$ cat src/rtl/mask_pixel_expander.sv
// Expands packed 1-bit match masks (32 pixels per word, bit 0 first) into an
// RGB565 pixel stream, tracking column/line position and frame boundaries.
`timescale 1ns/1ps
module mask_pixel_expander #(
    parameter int WIDTH  = 640,
    parameter int HEIGHT = 480
) (
    input  logic        clock,
    input  logic        nReset,
    input  logic        enable,
    input  logic [15:0] fgColor,
    input  logic [15:0] bgColor,
    input  logic [31:0] maskWord,
    input  logic        maskValid,
    output logic        maskReady,
    output logic [15:0] pixelData,
    output logic        pixelValid,
    input  logic        pixelReady,
    output logic        pixelFirst,
    output logic        pixelLineEnd,
    output logic        frameDone
);

    localparam int COL_W  = (WIDTH  > 1) ? $clog2(WIDTH)  : 1;
    localparam int LINE_W = (HEIGHT > 1) ? $clog2(HEIGHT) : 1;
    localparam logic [COL_W-1:0]  COL_LAST  = COL_W'(WIDTH - 1);
    localparam logic [LINE_W-1:0] LINE_LAST = LINE_W'(HEIGHT - 1);

    typedef enum logic [1:0] {
        S_IDLE,
        S_LOAD,
        S_SHIFT,
        S_DONE
    } state_t;

    state_t              state;
    logic [31:0]         word_q;
    logic [4:0]          index_q;
    logic [COL_W-1:0]    col_q;
    logic [LINE_W-1:0]   line_q;
    logic [15:0]         fg_q;
    logic [15:0]         bg_q;

    logic in_shift;
    logic line_end;
    logic frame_last;
    logic word_end;
    logic pixel_xfer;
    logic mask_xfer;

    assign in_shift   = (state == S_SHIFT);
    assign line_end   = (col_q == COL_LAST);
    assign frame_last = line_end & (line_q == LINE_LAST);
    assign word_end   = (index_q == 5'd31);

    // The next word is only taken in SHIFT when the current pixel leaves this
    // very cycle, so a refill never stalls the stream.
    assign maskReady    = (state == S_LOAD) |
                          (in_shift & word_end & pixelReady & ~frame_last);
    assign pixelValid   = in_shift;
    assign pixelData    = in_shift ? (word_q[index_q] ? fg_q : bg_q) : 16'h0000;
    assign pixelFirst   = in_shift & (col_q == '0) & (line_q == '0);
    assign pixelLineEnd = in_shift & line_end;
    assign frameDone    = (state == S_DONE);

    assign pixel_xfer = pixelValid & pixelReady;
    assign mask_xfer  = maskValid & maskReady;

    always_ff @(posedge clock or negedge nReset) begin
        if (!nReset) begin
            state   <= S_IDLE;
            word_q  <= '0;
            index_q <= '0;
            col_q   <= '0;
            line_q  <= '0;
            fg_q    <= '0;
            bg_q    <= '0;
        end else begin
            case (state)
                S_IDLE: begin
                    if (enable) begin
                        fg_q  <= fgColor;
                        bg_q  <= bgColor;
                        state <= S_LOAD;
                    end
                end

                S_LOAD: begin
                    if (mask_xfer) begin
                        word_q  <= maskWord;
                        index_q <= '0;
                        state   <= S_SHIFT;
                    end
                end

                S_SHIFT: begin
                    if (pixel_xfer) begin
                        if (line_end) begin
                            col_q  <= '0;
                            line_q <= frame_last ? '0 : line_q + 1'b1;
                        end else begin
                            col_q <= col_q + 1'b1;
                        end

                        // Leftover bits of the final word are dropped so the
                        // next frame always starts on a fresh word.
                        if (frame_last) begin
                            index_q <= '0;
                            state   <= S_DONE;
                        end else if (word_end) begin
                            index_q <= '0;
                            if (mask_xfer) begin
                                word_q <= maskWord;
                            end else begin
                                state <= S_LOAD;
                            end
                        end else begin
                            index_q <= index_q + 5'd1;
                        end
                    end
                end

                S_DONE: begin
                    col_q   <= '0;
                    line_q  <= '0;
                    index_q <= '0;
                    if (enable) begin
                        fg_q  <= fgColor;
                        bg_q  <= bgColor;
                        state <= S_LOAD;
                    end else begin
                        state <= S_IDLE;
                    end
                end

                default: state <= S_IDLE;
            endcase
        end
    end

endmodule

$ cat config.mk
export PLATFORM = sky130hd
export DESIGN_NAME = mask_pixel_expander
export DESIGN_NICKNAME = d
export VERILOG_FILES = /design/src/rtl/mask_pixel_expander.sv
export SDC_FILE = /design/constraint.sdc
export NUM_CORES = 1
export LEC_CHECK = 0
export ABC_CLOCK_PERIOD_IN_PS = 5700
export CORE_MARGIN = 2
export CORE_UTILIZATION = 45
export DETAILED_ROUTE_END_ITERATION = 8
export PLACE_DENSITY = 0.71
export SYNTH_ARGS = -nofsm -noshare
export SYNTH_HDL_FRONTEND = slang
export SYNTH_SLANG_ARGS = --single-unit
$ cat constraint.sdc
create_clock -name clock -period 5.7 [get_ports clock]
set_input_delay 0.57 -clock clock [delete_from_list [all_inputs] [get_ports clock]]
set_output_delay 0.57 -clock clock [all_outputs]
set_load 0.03 [all_outputs]
; ---- Word-level counts from Yosys, hierarchy flattened
; Cells that the tools add are included.
[op_classes]
n_bitwise = 11
mux = 29
eq_ne = 14
order_cmp = 1
addsub = 3
reduce_logical = 13
[ops]
columns = cell, count
row1 = 2-to-1 mux 32 bit, 4
row2 = case mux 32 bit (2 select lines), 1
row3 = 2-to-1 mux 16 bit, 2
row4 = 2-to-1 mux 9 bit, 3
row5 = 2-to-1 mux 10 bit, 2
row6 = 2-to-1 mux 5 bit, 4
row7 = case mux 10 bit (2 select lines), 1
row8 = case mux 9 bit (2 select lines), 1
row9 = case mux 5 bit (3 select lines), 1
row10 = 2-to-1 mux 2 bit, 6
row11 = "adder 10 x 1 -> 10 bit, second input constant", 1
row12 = "== test 10 bit, second input constant", 1
row13 = logical NOT 10 bit, 1
row14 = "adder 9 x 1 -> 9 bit, second input constant", 1
row15 = AND 1 bit, 9
row16 = "== test 9 bit, second input constant", 1
row17 = logical NOT 9 bit, 1
row18 = case mux 2 bit (4 select lines), 1
row19 = "< comparator 5 x 6 -> 1 bit, second input constant", 1
row20 = "!= test 2 x 1 -> 1 bit, second input constant", 3
row21 = "!= test 2 bit, second input constant", 3
row22 = AND reduction 3 bit, 2
row23 = "adder 5 x 1 -> 5 bit, second input constant", 1
row24 = binary-select mux 1 bit (select 5 bit), 1
row25 = 15 further kinds, 19
[totals]
regBits = 90
wordCells = 78

; ---- Logic depth before layout (Yosys ltp)
[depth]
depth_word = 11
mapped_depth = 9

; ---- Least setup slack after synthesis
; OpenSTA, ideal clock, no wires.
[synth_timing]
path_kind = register to output
startpoint = reg index_q[0]
endpoint = out pixelData[10]
path_buffers = 2
path_stages_with_launch = 8
setup_slack_ns = 2.722
arrival_time_ns = 2.408
required_ns = 5.130
cell_sequence = dfrtp_1 -> buf_6 -> mux4_2 -> o2bb2ai_1 -> or4_4 -> nand4_4 -> buf_12 -> mux2i_1
[synth_via]
elab_chain_len = 4
[synth_lines]
columns = item, line
row1 = start: declaration, 38  ; logic [4:0] index_q;
row2 = start signal: assignment, 118  ; index_q <= index_q + 5'd1;
row3 = binary-select mux 1 bit (select 5 bit), 61  ; assign pixelData = in_shift ? (word_q[index_q] ? fg_q : bg_q) : 16'h0000;
row4 = 2-to-1 mux 1 bit (implied by the code), 61
row5 = 2-to-1 mux 16 bit (2 in series), 61
row6 = end: declaration, 16  ; output logic [15:0] pixelData,
; Every way passes these cells. The select of a mux whose other input is x is not followed.

; ---- Worst setup path in the final report
[layout_timing]
startpoint = reg index_q[1]
endpoint = out pixelData[12]
; The elaborated chain is that of the path after synthesis.

==> flow_metrics.tcl <==
set metrics [dict create \
    status "finished clean" \
    yosys-top-cells-area "dfrtp_1 (47%), mux2_2 (15%), mux2i_1 (6.3%), nand2_1 (4.2%), ha_1 (2.9%)" \
    dp_cells 627 \
    start_kind "register" \
    r2r-start "col_q[7]" \
    endpoint_kind "output port" \
    power_density_mw_per_mm2 475 \
    ctsHoldBuffers 0 \
    drt-initial-drc-count 151 \
    grt_antenna_before_repair 0 \
    peakVddDrop_uv 228 \
    worstSkewPairLatency_ps 360 \
    pwr-share-comb 0.453 \
    p_int_mw 1.81 \
    post_cts_resized 0 \
    synth_cells 424 \
    postCtsSetupRepairBufs 0 \
    min_period_over_period 0.695 \
    clock-root-buffer "clkbuf_8" \
    max_freq_mhz 252 \
    critPathArrivalTime_ps 3390 \
    synth_area_per_cell_um2 11.3 \
    cp.required_ps 5130 \
    r2r-end "word_q[16]" \
    grt_overflow 0 \
    cts_buffers 9 \
    synth_area_mm2 0.00479 \
    drv_cap 0 \
    routed_wl_um 10100 \
    initial_core_util 0.464 \
    relSlewSlack 0.375 \
    grt_first_pass_wirelength_um 17300 \
    tns_ps 0 \
    synth_top_area_share 0.470 \
    numPortBuffers 89 \
    fp.coreArea_mm2 0.0103 \
    drive_above_1_share 0.180 \
    setup_viol 0 \
    grt.total_usage 0.190 \
    synth_fp_nets 504 \
    yosysUniqueCellTypes 55 \
    gp_congestion 0.842 \
    nFillCells 871 \
    clock_path_buffers 2 \
    routedWlPerCell_um 15.8 \
    fin_total_pwr_mw 2.83 \
    finalHoldViolations 0 \
    htreeDepth 3 \
    first_pass_iters 4 \
    first_global_vias 3653 \
    rsz0062_at_grt "false" \
    area_growth_pct 24.3 \
    grt_max_degree 74 \
    dieArea_mm2 0.0115 \
    critical_path_class "register to output port" \
    reg2reg_depth 6 \
    cts_sinks 90 \
    ys_warn_count 0 \
    die_w_um 107 \
    num_vias 3514 \
    io_pins 90 \
    ys_seq_elements 90 \
    slew_violations 0 \
    finalClockSkew_ps 20.0 \
    finalNonFillerCells 642 \
    r2r_slack_ps 2990 \
    drc_errors 0 \
    clkPwrFrac 0.173 \
    critical_path.max_fanout 16 \
    p_seq_frac 0.373 \
    fin_nets 582 \
    p_leak_nw 2.44 \
    synth.most_common_cell "dfrtp_1" \
    synth_top_cell_by_area "dfrtp_1" \
    synth-async-reset-ratio 1.00 \
    cts_tree "built" \
    worstMarginPinSlew_ps 925 \
    synth-main-ff-cell "dfrtp_1" \
    hpwlAfterDp_um 7340 \
    holdCritPathClass "input pin to async pin" \
    antenna_cells 0 \
    antenna_left 0 \
    synth_commonest_cells "dfrtp_1 (90), mux2_2 (63), nand2_1 (53)" \
    finish.utilization 0.577 \
    drt-vias-per-instance 5.47 \
    num_rows 37 \
    synth-edff-count 0 \
    switchingPower_mw 1.02 \
    p_sw_frac 0.361 \
    fin_crit_ps 3960 \
    clk_pin_slew_worst_paths_ps 100 \
    ys_seq_area_frac 0.470 \
    fp.dieH_um 107 \
]
worst max-delay path, stage by stage (launching register included):
cell and delay (ps):
dfrtp_1 800, mux4_2 410, o2bb2ai_1 130, or4_4 430
nand4_4 310, mux2i_1 250, clkdlybuf4s50_1 700
layout by cell type, fill, tap and decap left out, types with 5 or more instances in the layout:
master           instances
clkdlybuf4s50_1         88
dfrtp_1                 90
and3_1                   9
mux2i_1                 30
o21ai_0                 14
nor2_1                  14
a21oi_1                  7
nand3_1                 16
mux2_2                  63
a32o_1                   7
nor2b_1                  8
nor3_1                   5
buf_4                    5
inv_1                   13
nand2_1                 53
ha_1                    10
clkbuf_8                10
worst max-delay path by stage:
stage          cells past startpoint  slack (ps)  startpoint       endpoint
3_3_place_gp                       6        2190  index_q[1]   pixelData[0]
5_1_grt                            6        1540  index_q[1]   pixelData[4]
2_1_floorplan                      7        2720  index_q[0]  pixelData[10]
6_report                           6        1740  index_q[1]  pixelData[12]
3_5_place_dp                       6        2080  index_q[1]  pixelData[12]
4_1_cts                            6        1690  index_q[1]  pixelData[12]
metal layers:
layer / track usage / share of wire / vias to the layer above
met5: 0 / 0 / -
met4: 0.0686 / 0.019 / 0
met3: 0.0395 / 0.039 / 14
met2: 0.315 / 0.50 / 69
met1: 0.245 / 0.44 / 1749
li1: - / - / 1682
layout make-up:
class	count	area [um2]	area share
Multi-Input combinational cell	295	2340	0.393
Clock inverter	5	86.3	0.0145
Inverter	13	48.8	0.00820
Clock buffer	10	138	0.0231
Timing Repair Buffer	93	918	0.154
Sequential cell	90	2250	0.378
Tap cell	136	170	0.0286
per-stage QoR:
stage / instance area, um2 / hold slack, ps / setup WS (ps)
after floorplan: 4790 / 274 / 2720
after global placement: 5730 / 456 / 2190
after detailed placement: 5730 / 459 / 2080
after CTS: 5950 / 62.7 / 1690
after global routing: 5950 / 65.0 / 1540
final: 5950 / 63.6 / 1740
logic make-up after synthesis:
logic type / count (synthesis) / share of synthesized area
and+or+nand+nor: 133 / 0.142
muxes: 99 / 0.240
adders and majority gates: 11 / 0.0287
AOI/OAI and AO/OA: 48 / 0.0695
xor gates and xnor gates: 4 / 0.00731
buffers and inverters: 39 / 0.0421
DFF: 90 / 0.470
power by group through the flow:
stage	clock [mW]	combinational (mW)	sequential, mW
finish	0.490	1.28	1.06
CTS	0.500	1.30	1.06
detailed placement	0	1.30	1.07
floorplan	0	1.01	1.00
global placement	0	1.26	1.06
global route	0.528	1.40	1.09
state kept, by name, summed over array words and instances, names as in the netlist:
name	cells
bg_q	16
fg_q	16
index_q	5
line_q	9
state	2
word_q	32
col_q	10
Power figures use the tool's default switching activity.
